### src/rtl/osc_pkg.sv
// Shared definitions for the two-case oscillator and its case scheduler.
// State encoding is 3 bits so the scheduler FSM and any debug taps agree on values.
package osc_pkg;

    typedef enum logic [2:0] {
        S_IDLE    = 3'd0,
        S_CHECK   = 3'd1,
        S_SWITCH  = 3'd2,
        S_CONFIRM = 3'd3,
        S_DWELL   = 3'd4
    } sched_state_e;

    localparam logic CASE0 = 1'b0;
    localparam logic CASE1 = 1'b1;

    localparam int unsigned NUM_REQ = 2;

endpackage

### src/rtl/osc_rr_arb.sv
// Two-way round-robin picker: a lone requester always wins, a tie goes to rr_ptr_i.
module osc_rr_arb
    import osc_pkg::*;
(
    input  logic [NUM_REQ-1:0] req_i,
    input  logic               rr_ptr_i,
    output logic               idx_o,
    output logic               valid_o
);

    always_comb begin
        valid_o = |req_i;
        idx_o   = (req_i == 2'b11) ? rr_ptr_i : req_i[1];
    end

endmodule

### src/rtl/osc_case_sched.sv
// Shares one two-case oscillator between two requesters: arbitrates, pulses x to swap case,
// confirms the swap from osc_state[1], then holds off further grants for DWELL cycles.
module osc_case_sched
    import osc_pkg::*;
#(
    parameter int unsigned DWELL   = 4,
    parameter int unsigned TIMEOUT = 3
) (
    input  logic         clk,
    input  logic         rst,
    input  logic [1:0]   req,
    input  logic [1:0]   tgt,
    input  logic [1:0]   osc_state,
    output logic         x,
    output logic [1:0]   gnt,
    output logic         done,
    output logic         err
);

    localparam int unsigned TW = (TIMEOUT > 1) ? $clog2(TIMEOUT + 1) : 1;
    localparam int unsigned DW = (DWELL > 1) ? $clog2(DWELL + 1) : 1;

    sched_state_e  state_q, state_d;
    logic          idx_q, idx_d;
    logic          target_q, target_d;
    logic          rr_q, rr_d;
    logic [TW-1:0] timer_q, timer_d;
    logic [DW-1:0] dwell_q, dwell_d;
    logic [1:0]    gnt_q, gnt_d;
    logic          done_q, done_d;
    logic          err_q, err_d;

    logic [1:0]    masked_req;
    logic          arb_idx;
    logic          arb_valid;

    // A requester still sees its own grant pulse with req high; keep it out of arbitration.
    assign masked_req = req & ~gnt_q;

    osc_rr_arb u_arb (
        .req_i    (masked_req),
        .rr_ptr_i (rr_q),
        .idx_o    (arb_idx),
        .valid_o  (arb_valid)
    );

    always_comb begin
        state_d  = state_q;
        idx_d    = idx_q;
        target_d = target_q;
        rr_d     = rr_q;
        timer_d  = timer_q;
        dwell_d  = dwell_q;
        gnt_d    = 2'b00;
        done_d   = 1'b0;
        err_d    = 1'b0;

        case (state_q)
            S_IDLE: begin
                if (arb_valid) begin
                    idx_d    = arb_idx;
                    target_d = tgt[arb_idx];
                    state_d  = S_CHECK;
                end
            end
            S_CHECK: begin
                if (osc_state[1] == target_q) begin
                    gnt_d   = 2'b01 << idx_q;
                    done_d  = 1'b1;
                    rr_d    = ~idx_q;
                    state_d = S_IDLE;
                end else begin
                    state_d = S_SWITCH;
                end
            end
            S_SWITCH: begin
                timer_d = '0;
                state_d = S_CONFIRM;
            end
            S_CONFIRM: begin
                if (osc_state[1] == target_q) begin
                    gnt_d   = 2'b01 << idx_q;
                    done_d  = 1'b1;
                    rr_d    = ~idx_q;
                    dwell_d = DW'(DWELL);
                    state_d = S_DWELL;
                end else if (timer_q == TW'(TIMEOUT - 1)) begin
                    // Last allowed CONFIRM cycle still shows the old case: give up.
                    gnt_d   = 2'b01 << idx_q;
                    err_d   = 1'b1;
                    rr_d    = ~idx_q;
                    state_d = S_IDLE;
                end else begin
                    timer_d = timer_q + TW'(1);
                end
            end
            S_DWELL: begin
                if (dwell_q <= DW'(1)) begin
                    dwell_d = '0;
                    state_d = S_IDLE;
                end else begin
                    dwell_d = dwell_q - DW'(1);
                end
            end
            default: state_d = S_IDLE;
        endcase
    end

    always_ff @(posedge clk) begin
        if (!rst) begin
            state_q  <= S_IDLE;
            idx_q    <= 1'b0;
            target_q <= CASE0;
            rr_q     <= 1'b0;
            timer_q  <= '0;
            dwell_q  <= '0;
            gnt_q    <= 2'b00;
            done_q   <= 1'b0;
            err_q    <= 1'b0;
        end else begin
            state_q  <= state_d;
            idx_q    <= idx_d;
            target_q <= target_d;
            rr_q     <= rr_d;
            timer_q  <= timer_d;
            dwell_q  <= dwell_d;
            gnt_q    <= gnt_d;
            done_q   <= done_d;
            err_q    <= err_d;
        end
    end

    assign x    = (state_q == S_SWITCH);
    assign gnt  = gnt_q;
    assign done = done_q;
    assign err  = err_q;

endmodule

### config.mk
export PLATFORM = sky130hd
export DESIGN_NAME = osc_case_sched
export DESIGN_NICKNAME = d
export VERILOG_FILES = /design/src/rtl/osc_pkg.sv /design/src/rtl/osc_rr_arb.sv /design/src/rtl/osc_case_sched.sv
export SDC_FILE = /design/constraint.sdc
export NUM_CORES = 1
export LEC_CHECK = 0
export CORE_MARGIN = 2
export CORE_UTILIZATION = 35
export CTS_BUF_LIST = sky130_fd_sc_hd__clkbuf_4 sky130_fd_sc_hd__clkbuf_8
export DETAILED_ROUTE_END_ITERATION = 6
export HOLD_SLACK_MARGIN = 0.03
export PLACE_DENSITY = 0.59
export SLEW_MARGIN = 25
export SYNTH_ARGS = -nofsm -noshare
export SYNTH_HDL_FRONTEND = slang
export SYNTH_SLANG_ARGS = --single-unit
### constraint.sdc
create_clock -name clk -period 1.5 [get_ports clk]
set_input_delay 0.3 -clock clk [delete_from_list [all_inputs] [get_ports clk]]
set_output_delay 0.3 -clock clk [all_outputs]
set_load 0.1 [all_outputs]
==> summary.md, run 1 <==
| Metric | Value |
|---|---|
| Combinational share of power | 29.2% |
| CP max-delay cell | dfxtp_1 |
| Total GRT Usage | 14.1% |
| PortBufs | 11 |
| Num ports | 13 |
| Least-Margin Pin Slew | 0.342 ns |
| Hold_ws | 0.462 ns |
| Crit-path max cell delay | 0.37 ns |
| Via count | 622 |
| WP data arrival | 1.11 ns |
| Met2 Resource Use GR | 25.7% |
| Largest net degree at the start of global routing | 12 |
| Chip height | 50.7 microns |
| Placed cell area | 1010 sq um |
| Setup crit end kind | output pin |
| Starting Density | 38.1% |
| Most used DFF post-synth | dfxtp_1 |
| DRC | 0 |
| Worst-Skew Late Latency | 0.29 ns |
| Post-synth net total | 91 |
| Routed Antenna Nets | 0 |
| Busiest layer in global routing | met2 |
| CP max FO | 4 |
| Worst min-delay path class | reg -> reg |
| Initial DRC count | 1 |
| Syn Std Cell Area | 762 sq um |
| Share of the synthesized area in the top cell type | 39.4% |
| DR vias/cell | 4.82 |
| Worst reg2reg path depth | 6 |
| Cts repair resizes | 0 |
| TritonCTS Buffers | 3 |
| Sequential Power Share | 45.6% |
| Critical Path End | x |
| Post-Syn Instances | 80 |
| Slew Limit Fails | 0 |
| CP Cell Sequence | buf_4 > nor2_4 > buf_12 |
| Yosys warnings | 0 |
| Vias in the first global route | 643 |
| FF-to-FF Start | dwell_q[1] |
| Area contributors post-synth | dfxtp_1 39%, ha_1 4.9%, mux2i_1 3.9% |
| Rows | 16 |
| Reg2reg end | dwell_q[0] |
| Startpoint Class | flip-flop |
| VDD IR max | 0.000431 V |
| Final min period | 1.41 ns |
| Sinks on the clock net | 15 |
| Yosys reg bits | 15 |
| Min-delay src | idx_q |
| Commonest non-fill, non-tap cell in the layout | dfxtp_1 |
| CTS tree | yes |
| WL/cell | 11.3 microns |
| # Post-CTS Setup Buffers | 0 |
| Clock power frac | 25.2% |
| Switching Share | 32.0% |
| Critical path data required time | 1.20 ns |
| Die ar. | 2570 sq um |
| CP Launch Point | state_q[0] |
| Clock Path Buffers | 2 |
| Clk slew on worst S/H paths | 0.10 ns |
| Asr flop ratio synth | 0% |
| Endpoints failing hold | 0 |
| Overflow after GRT | 0 |
| Max Cap Viol | 0 |
| Status | finished clean |
| CTS HTree Levels | 1 |
| Placer congestion estimate | 0.770 |
| Antenna violations before repair | 0 |
| CTS Hold Bufs | 0 |
| HPWL Detailed | 1100 microns |
| FMAX | 709 MHz |
| Area leader, netlist | dfxtp_1 |
| Register area share after synthesis | 39.4% |
| Distinct cells, synth | 30 |
| Internal power | 660 uW |
| # nets final | 114 |
| Sw power | 311 uW |
| Setup violators final | 0 |
| Final core utilization | 52.5% |
| Post-route clock period utilization | 94.0% |
| Die X | 50.7 microns |
| Commonest non-fill, non-tap cells in the layout | 13 x dfxtp_1, 10 x buf_4, 7 x nand2_1 |
| Fin area | 1050 sq um |
| Rel. slew slack | 77.0% |
| Global-route wire length before repair | 2690 microns |
| DR pass1 iterations | 2 |
| Syn_area_per_cell | 9.52 sq um |
| Synth-to-layout area growth | 37.9% |
| Lkg Pwr | 0.000426 uW |
| Setup CP Type | reg -> out |
| Core ar. | 2000 sq um |
| RSZ-0062 raised after global routing | false |
| Routing usage on met3 | 4.46% |
| Clk root buf | clkbuf_4 |
| FF-to-FF setup slack | 0.14 ns |
| Met1 usage | 14.5% |
| Drt total wl | 1460 microns |
| Skew final | 0.00262 ns |
| Post-synth EDFFs | 0 |
| Power Density | 923 nW/um^2 |
| Layout cell share with drive strength beyond 1 | 30.4% |
| Antenna diodes | 0 |
## synth_stat cells (3+ instances only)
cell type  number
a21oi_1         3
and3_1          3
dfxtp_1        15
ha_1            3
inv_1           3
mux2i_1         3
nand2_1         7
nand2b_1        4
nand3_1         6
nor2_1          7
o21a_1          3
## registers in the layout, indices dropped and copies added, names as in the netlist
| register | cells |
|---|---|
| state_q | 3 |
| err | 1 |
| done | 1 |
| gnt | 2 |
| target_q | 1 |
| dwell_q | 3 |
| idx_q | 1 |
| rr_q | 1 |
| timer_q | 2 |
## cell families after synthesis
kind of cell	Yosys count	synth area share [%]
adder cells (fa/ha/maj)	3	4.93
flip-flops	15	39.4
buffers and inverters	6	5.25
multiplexers	3	3.94
XOR/XNOR	1	2.14
AND/OR/NAND/NOR	35	25.3
AO/OA/AOI/OAI	17	19.0
## power by group through the flow
stage | Sequential [uW] | Clock, uW | Combinational [uW]
floorplan | 472 | 0 | 156
global placement | 451 | 0 | 273
detailed placement | 451 | 0 | 275
CTS | 442 | 249 | 276
global route | 447 | 270 | 307
finish | 443 | 244 | 283
## critical path: cells and delay by family (launching register included)
kind / cells / cell delay, ns
buf+inv: 2 / 0.35
simple gates: 1 / 0.10
flops: 1 / 0.37
## cell type report
type	instances	area [sq um]
fillers	193	951
multi-input cells	59	440
flip-flops and latches	15	303
repair buffers	21	235
well taps	27	33.8
clock buffers	3	22.5
inverters	3	11.3
clock inverters	1	5.00
## stage by stage
stage | std cells | total power (uW) | setup WS [ns] | setup TNS [ns]
global placement | 125 | 724 | -0.153 | -0.648
CTS | 129 | 967 | 0.0220 | 0
floorplan | 80 | 628 | -0.206 | -0.206
detailed placement | 125 | 726 | -0.195 | -0.722
global route | 129 | 1020 | 0.0344 | 0
finish | 129 | 970 | 0.0900 | 0
## layer usage
layer / up-vias / part of all wire, %
li1: 323 / -
met1: 286 / 44
met2: 8 / 50
met3: 5 / 3.3
met4: 0 / 2.6
met5: - / 0
## how the worst min path moves through the flow
stage / endpoint / slack (ns) / depth (start not counted)
after floorplan: gnt[0] / 0.42 / 1
after global placement: gnt[0] / 0.46 / 1
after detailed placement: gnt[0] / 0.45 / 1
after CTS: gnt[0] / 0.47 / 1
after global routing: timer_q[1] / 0.51 / 2
final: gnt[0] / 0.46 / 1
Note: power is estimated with default switching activity, not from simulation.
==> inputs of run 2 (changes only) <==
--- a/config.mk
+++ b/config.mk
@@ -8,10 +8,12 @@
 export CORE_MARGIN = 2
 export CORE_UTILIZATION = 35
 export CTS_BUF_LIST = sky130_fd_sc_hd__clkbuf_4 sky130_fd_sc_hd__clkbuf_8
+export CTS_CLUSTER_SIZE = 20
 export DETAILED_ROUTE_END_ITERATION = 6
 export HOLD_SLACK_MARGIN = 0.03
 export PLACE_DENSITY = 0.59
 export SLEW_MARGIN = 25
 export SYNTH_ARGS = -nofsm -noshare
 export SYNTH_HDL_FRONTEND = slang
+export SYNTH_HIERARCHICAL = 1
 export SYNTH_SLANG_ARGS = --single-unit
==> constraint.sdc (replaced) <==
create_clock -name clk -period 1.4 [get_ports clk]
set_input_delay 0.28 -clock clk [delete_from_list [all_inputs] [get_ports clk]]
set_output_delay 0.28 -clock clk [all_outputs]
set_load 0.1 [all_outputs]
==> summary.md, run 2 <==
| Metric | Value |
|---|---|
| Status | finished clean |
| Hold_ws | 0.478 ns |
| Worst min-delay path class | reg -> reg |
| Critical path data required time | 1.12 ns |
| HPWL Detailed | 1330 microns |
| Rel. slew slack | 77.8% |
| Endpoints failing hold | 0 |
| Most used DFF post-synth | dfxtp_1 |
| CP Cell Sequence | nand2b_4 > nor2_4 > buf_12 |
| Critical Path End | x |
| Worst-Skew Late Latency | 0.30 ns |
| Antenna diodes | 0 |
| CTS HTree Levels | 1 |
| Antenna violations before repair | 0 |
| Core ar. | 2000 sq um |
| Total GRT Usage | 15.4% |
| Skew final | 0.0123 ns |
| Biggest regs | dwell_q x3, state_q x3 |
| Least-Margin Pin Slew | 0.332 ns |
| Setup crit end kind | output pin |
| Num ports | 13 |
| Register area share after synthesis | 39.8% |
| Storage element area | 319 sq um |
| WL/cell | 12.9 microns |
| Sinks on the clock net | 15 |
| Post-synth top cells | 15 x dfxtp_1, 8 x inv_1, 6 x nand2_1, 5 x nand3_1, 5 x nor2b_1 |
| Via count | 698 |
| WP data arrival | 1.10 ns |
| Chip height | 50.4 microns |
| Syn Std Cell Area | 754 sq um |
| Startpoint Class | flip-flop |
| CP max FO | 4 |
| Clk root buf | clkbuf_4 |
| Reg2reg end | dwell_q[2] |
| Final min period | 1.38 ns |
| Drt total wl | 1790 microns |
| CTS tree | yes |
| Setup violators final | 0 |
| FMAX | 724 MHz |
| Post-Syn Instances | 82 |
| PortBufs | 11 |
| Overflow after GRT | 0 |
| Routed Antenna Nets | 0 |
| Global-route wire length before repair | 2850 microns |
| Final core utilization | 58.3% |
| Share of the synthesized area in the top cell type | 39.8% |
| Distinct cells, synth | 36 |
| Min-delay src | timer_q[0] |
| Syn_area_per_cell | 9.20 sq um |
| CP Launch Point | state_q[2] |
| Worst Hold Depth | 2 |
| DR pass1 iterations | 2 |
| Commonest non-fill, non-tap cells in the layout | 17 x buf_4, 10 x dfxtp_1, 8 x inv_1 |
| Die ar. | 2540 sq um |
| RSZ-0062 raised after global routing | true |
| Rows | 16 |
| Fill count | 176 |
| Vias in the first global route | 637 |
| # nets final | 124 |
| Post-route clock period utilization | 98.7% |
| Non-filler cells, final | 139 |
| Lkg Pwr | 0.000466 uW |
| DRC | 0 |
| Multi-input gate area in the final layout | 465 sq um |
| Area leader, netlist | dfxtp_1 |
| Clock Path Buffers | 2 |
| Post-synth net total | 93 |
| Clk slew on worst S/H paths | 0.10 ns |
| Synth-to-layout area growth | 54.6% |
| FF-to-FF setup slack | 0.12 ns |
| Power Density | 961 nW/um^2 |
| Post-synth EDFFs | 0 |
| Setup CP Type | reg -> out |
| Worst reg2reg path depth | 5 |
| Yosys reg bits | 15 |
| Max Cap Viol | 0 |
| TritonCTS Buffers | 3 |
| FF-to-FF Start | dwell_q[1] |
| Starting Density | 37.7% |
| CP max-delay cell | dfxtp_4 |
| Most common cell in the netlist | dfxtp_1 |
| VDD IR max | 0.000605 V |
| Placer congestion estimate | 0.725 |
| Placed insts | 130 |
| Slew Limit Fails | 0 |
| Layout cell share with drive strength beyond 1 | 37.5% |
| Largest net degree at the start of global routing | 10 |
| Area contributors post-synth | dfxtp_1 40%, ha_1 5.0%, nor2b_1 4.1% |
| Crit-path max cell delay | 0.36 ns |
| Commonest non-fill, non-tap cell in the layout | buf_4 |
| Asr flop ratio synth | 0% |
| DR vias/cell | 5.02 |
| Initial DRC count | 4 |
| Yosys warnings | 6 |
| Die X | 50.4 microns |
==> run 2: cell count changes after synthesis, sizes merged, moves of 2 or more <==
cell,change
nand2b,-4
inv,+5
nor2b,+4
a211oi,+3
nor2,-5
a21boi,+3
o21a,-3
and3,-2
nor3b,-2
==> run 2: worst min-delay path by stage <==
stage / end / slack (ns)
floorplan: gnt[1] / 0.41
global placement: gnt[1] / 0.45
detailed placement: gnt[1] / 0.45
CTS: gnt[1] / 0.48
global route: timer_q[0] / 0.50
finish: timer_q[0] / 0.48
==> run 2: where the power goes <==
group	leakage [uW]	internal [uW]	switching (uW)
clock	0.0000177	106	152
sequential	0.000126	456	37.1
combinational	0.000322	180	190
==> run 2: metal layers <==
| layer | global-route usage, % | share of wire [%] | vias up |
|---|---|---|---|
| met2 | 26.1 | 53 | 11 |
| met4 | 6.76 | 1.5 | 0 |
| met5 | 0 | 0 | - |
| met3 | 6.25 | 3.7 | 4 |
| li1 | - | - | 355 |
| met1 | 16.8 | 42 | 328 |
==> run 2: cell families after synthesis <==
kind of cell    Yosys count  synth area share (%)
flops                    15                  39.8
compound gates           22                  22.1
buf+inv                  10                  5.14
xor+xnor                  2                  3.32
mux                       2                  2.65
fa+ha+maj                 3                  4.98
simple gates             28                  22.1
==> run 2: per-stage QoR <==
step | instance area, sq um | total power [uW] | TNS (ns) | setup WS, ns
after floorplan | 769 | 685 | 0 | 0.0135
after global placement | 1040 | 825 | -2.59 | -0.299
after detailed placement | 1040 | 828 | -2.69 | -0.380
after CTS | 1090 | 1110 | -0.0419 | -0.0419
after global routing | 1170 | 1190 | -0.0992 | -0.0339
final | 1170 | 1120 | 0 | 0.0180
==> run 2: area by class of cell <==
cell class	instances	share of cell area, %
tap	27	2.90
sequential	15	27.4
multi-input combinational	57	39.9
clock inverter	1	0.429
clock buffer	3	1.93
timing repair buffer	28	24.9
inverter	8	2.58
==> run 2: timing repair <==
item,4_1_cts,5_1_grt
gates resized for setup,6,9
setup buffers,0,5
pin swaps,0,1
hold buffers,0,0
endpoints found under the setup margin,3,7
==> run 2: worst max-delay path: cells and delay by family (launching register included) <==
family	cells	cell delay, ns
buffers and inverters	1	0.18
and+or+nand+nor	2	0.26
DFF	1	0.36
==> inputs of run 3 (changes only) <==
--- a/config.mk
+++ b/config.mk
@@ -5,6 +5,8 @@
 export SDC_FILE = /design/constraint.sdc
 export NUM_CORES = 1
 export LEC_CHECK = 0
+export ABC_CLOCK_PERIOD_IN_PS = 1400
+export CORE_ASPECT_RATIO = 0.75
 export CORE_MARGIN = 2
 export CORE_UTILIZATION = 35
 export CTS_BUF_LIST = sky130_fd_sc_hd__clkbuf_4 sky130_fd_sc_hd__clkbuf_8
@@ -12,6 +14,7 @@
 export DETAILED_ROUTE_END_ITERATION = 6
 export HOLD_SLACK_MARGIN = 0.03
 export PLACE_DENSITY = 0.59
+export SKIP_LAST_GASP = 1
 export SLEW_MARGIN = 25
 export SYNTH_ARGS = -nofsm -noshare
 export SYNTH_HDL_FRONTEND = slang
==> summary.md, run 3 (synthesized netlist as in run 2, its figures left out) <==
| Metric | Value |
|---|---|
| CTS Hold Bufs | 0 |
| Drt total wl | 1670 microns |
| HPWL Detailed | 1180 microns |
| Initial DRC count | 15 |
| RSZ-0062 raised after global routing | true |
| PortBufs | 11 |
| Setup crit end kind | output pin |
| Antenna violations before repair | 0 |
| WL/cell | 12.4 microns |
| Sinks on the clock net | 15 |
| Biggest regs | dwell_q x3, state_q x3 |
| Hold_ws | 0.480 ns |
| Total GRT Usage | 13.8% |
| Internal power | 773 uW |
| Setup TNS | 0 ns |
| Clock power frac | 23.6% |
| Least-Margin Pin Slew | 0.329 ns |
| Worst-Skew Late Latency | 0.28 ns |
| CTS HTree Levels | 1 |
| Synth-to-layout area growth | 53.2% |
| Final min period | 1.36 ns |
| Layout cell share with drive strength beyond 1 | 36.9% |
| Status | finished clean |
| Core ar. | 2010 sq um |
| WP data arrival | 1.08 ns |
| Startpoint Class | flip-flop |
| Largest net degree at the start of global routing | 10 |
| Fill count | 161 |
| CTS tree | yes |
| Vias in the first global route | 611 |
| Global-route wire length before repair | 2610 microns |
| Rows | 14 |
| Commonest non-fill, non-tap cells in the layout | 15 x buf_4, 10 x dfxtp_1, 8 x inv_1 |
| CP max FO | 4 |
| Via count | 708 |
| Rel. slew slack | 78.0% |
| TritonCTS Buffers | 3 |
| Clock Path Buffers | 2 |
| Clk root buf | clkbuf_4 |
| Critical path data required time | 1.12 ns |
| Placer congestion estimate | 0.846 |
| Placed insts | 127 |
| DR vias/cell | 5.24 |
| Chip height | 44.2 microns |
| Switching Share | 32.1% |
| Worst min-delay path class | reg -> reg |
| Lkg Pwr | 0.000474 uW |
| # nets final | 123 |
| Die X | 57.6 microns |
| Commonest non-fill, non-tap cell in the layout | buf_4 |
| Final core utilization | 57.4% |
| Clk slew on worst S/H paths | 0.09 ns |
| Num ports | 13 |
| Antenna diodes | 0 |
| DRC | 0 |
| Die ar. | 2550 sq um |
| Overflow after GRT | 0 |
| DR pass1 iterations | 4 |
| Non-filler cells, final | 135 |
| Endpoints failing hold | 0 |
| Combinational share of power | 33.1% |
| Starting Density | 37.5% |
| Routed Antenna Nets | 0 |
| Power Density | 985 nW/um^2 |
| Post-route clock period utilization | 97.0% |
| Max Cap Viol | 0 |
| VDD IR max | 0.000760 V |
| Sw power | 366 uW |
| Slew Limit Fails | 0 |
| Sequential Power Share | 43.4% |
| FMAX | 737 MHz |
| Setup CP Type | reg -> out |
| Setup violators final | 0 |
| Skew final | 0.00315 ns |
[run 3: final cells by class]
cell class | instances | area (sq um) | area share, %
Timing Repair Buffer | 27 | 289 | 25.0
Multi-Input combinational cell | 57 | 458 | 39.6
Sequential cell | 15 | 319 | 27.6
Inverter | 8 | 30.0 | 2.60
Tap cell | 24 | 30.0 | 2.60
Clock buffer | 4 | 30.0 | 2.60
[run 3: worst max-delay path: stages, from the launching register on]
cell     delay [ns]
dfxtp_4        0.37
buf_6          0.13
nor2_4         0.12
buf_12         0.18
[run 3: through the flow]
step / total power [uW] / area (sq um) / setup slack [ns]
after floorplan: 685 / 769 / 0.0135
after CTS: 1120 / 1090 / -0.0191
final: 1140 / 1160 / 0.0425
after global routing: 1220 / 1160 / -0.0132
after global placement: 830 / 1040 / -0.318
after detailed placement: 832 / 1040 / -0.367
[run 3: final timing paths]
check | startpoint | end | slack [ns] | cells past startpoint
max reg2reg | timer_q[0] | rr_q | 0.06 | 5
min reg2reg | idx_q | gnt[1] | 0.48 | 2
max | state_q[0] | x | 0.04 | 3
min | idx_q | gnt[1] | 0.48 | 2
[run 3: power by group through the flow]
stage | Sequential (uW) | Clock (uW) | Combinational (uW)
4_1_cts | 498 | 282 | 340
5_1_grt | 497 | 314 | 404
2_1_floorplan | 521 | 0 | 164
6_report | 494 | 268 | 377
3_5_place_dp | 502 | 0 | 330
3_3_place_gp | 501 | 0 | 328
[run 3: repair_timing]
action,in CTS,in global routing
resized for setup,6,11
pin swaps,0,3
setup endpoints to repair,3,5
buffers inserted,0,4
[run 3: routing by layer]
| metal | up-vias | wire [microns] | part of all wire, % | track usage (%) |
|---|---|---|---|---|
| met1 | 322 | 813 | 49 | 17.7 |
| met4 | 0 | 13 | 0.78 | 4.65 |
| met5 | - | 0 | 0 | 0 |
| met3 | 2 | 111 | 6.6 | 7.02 |
| met2 | 27 | 736 | 44 | 20.0 |
| li1 | 357 | - | - | - |
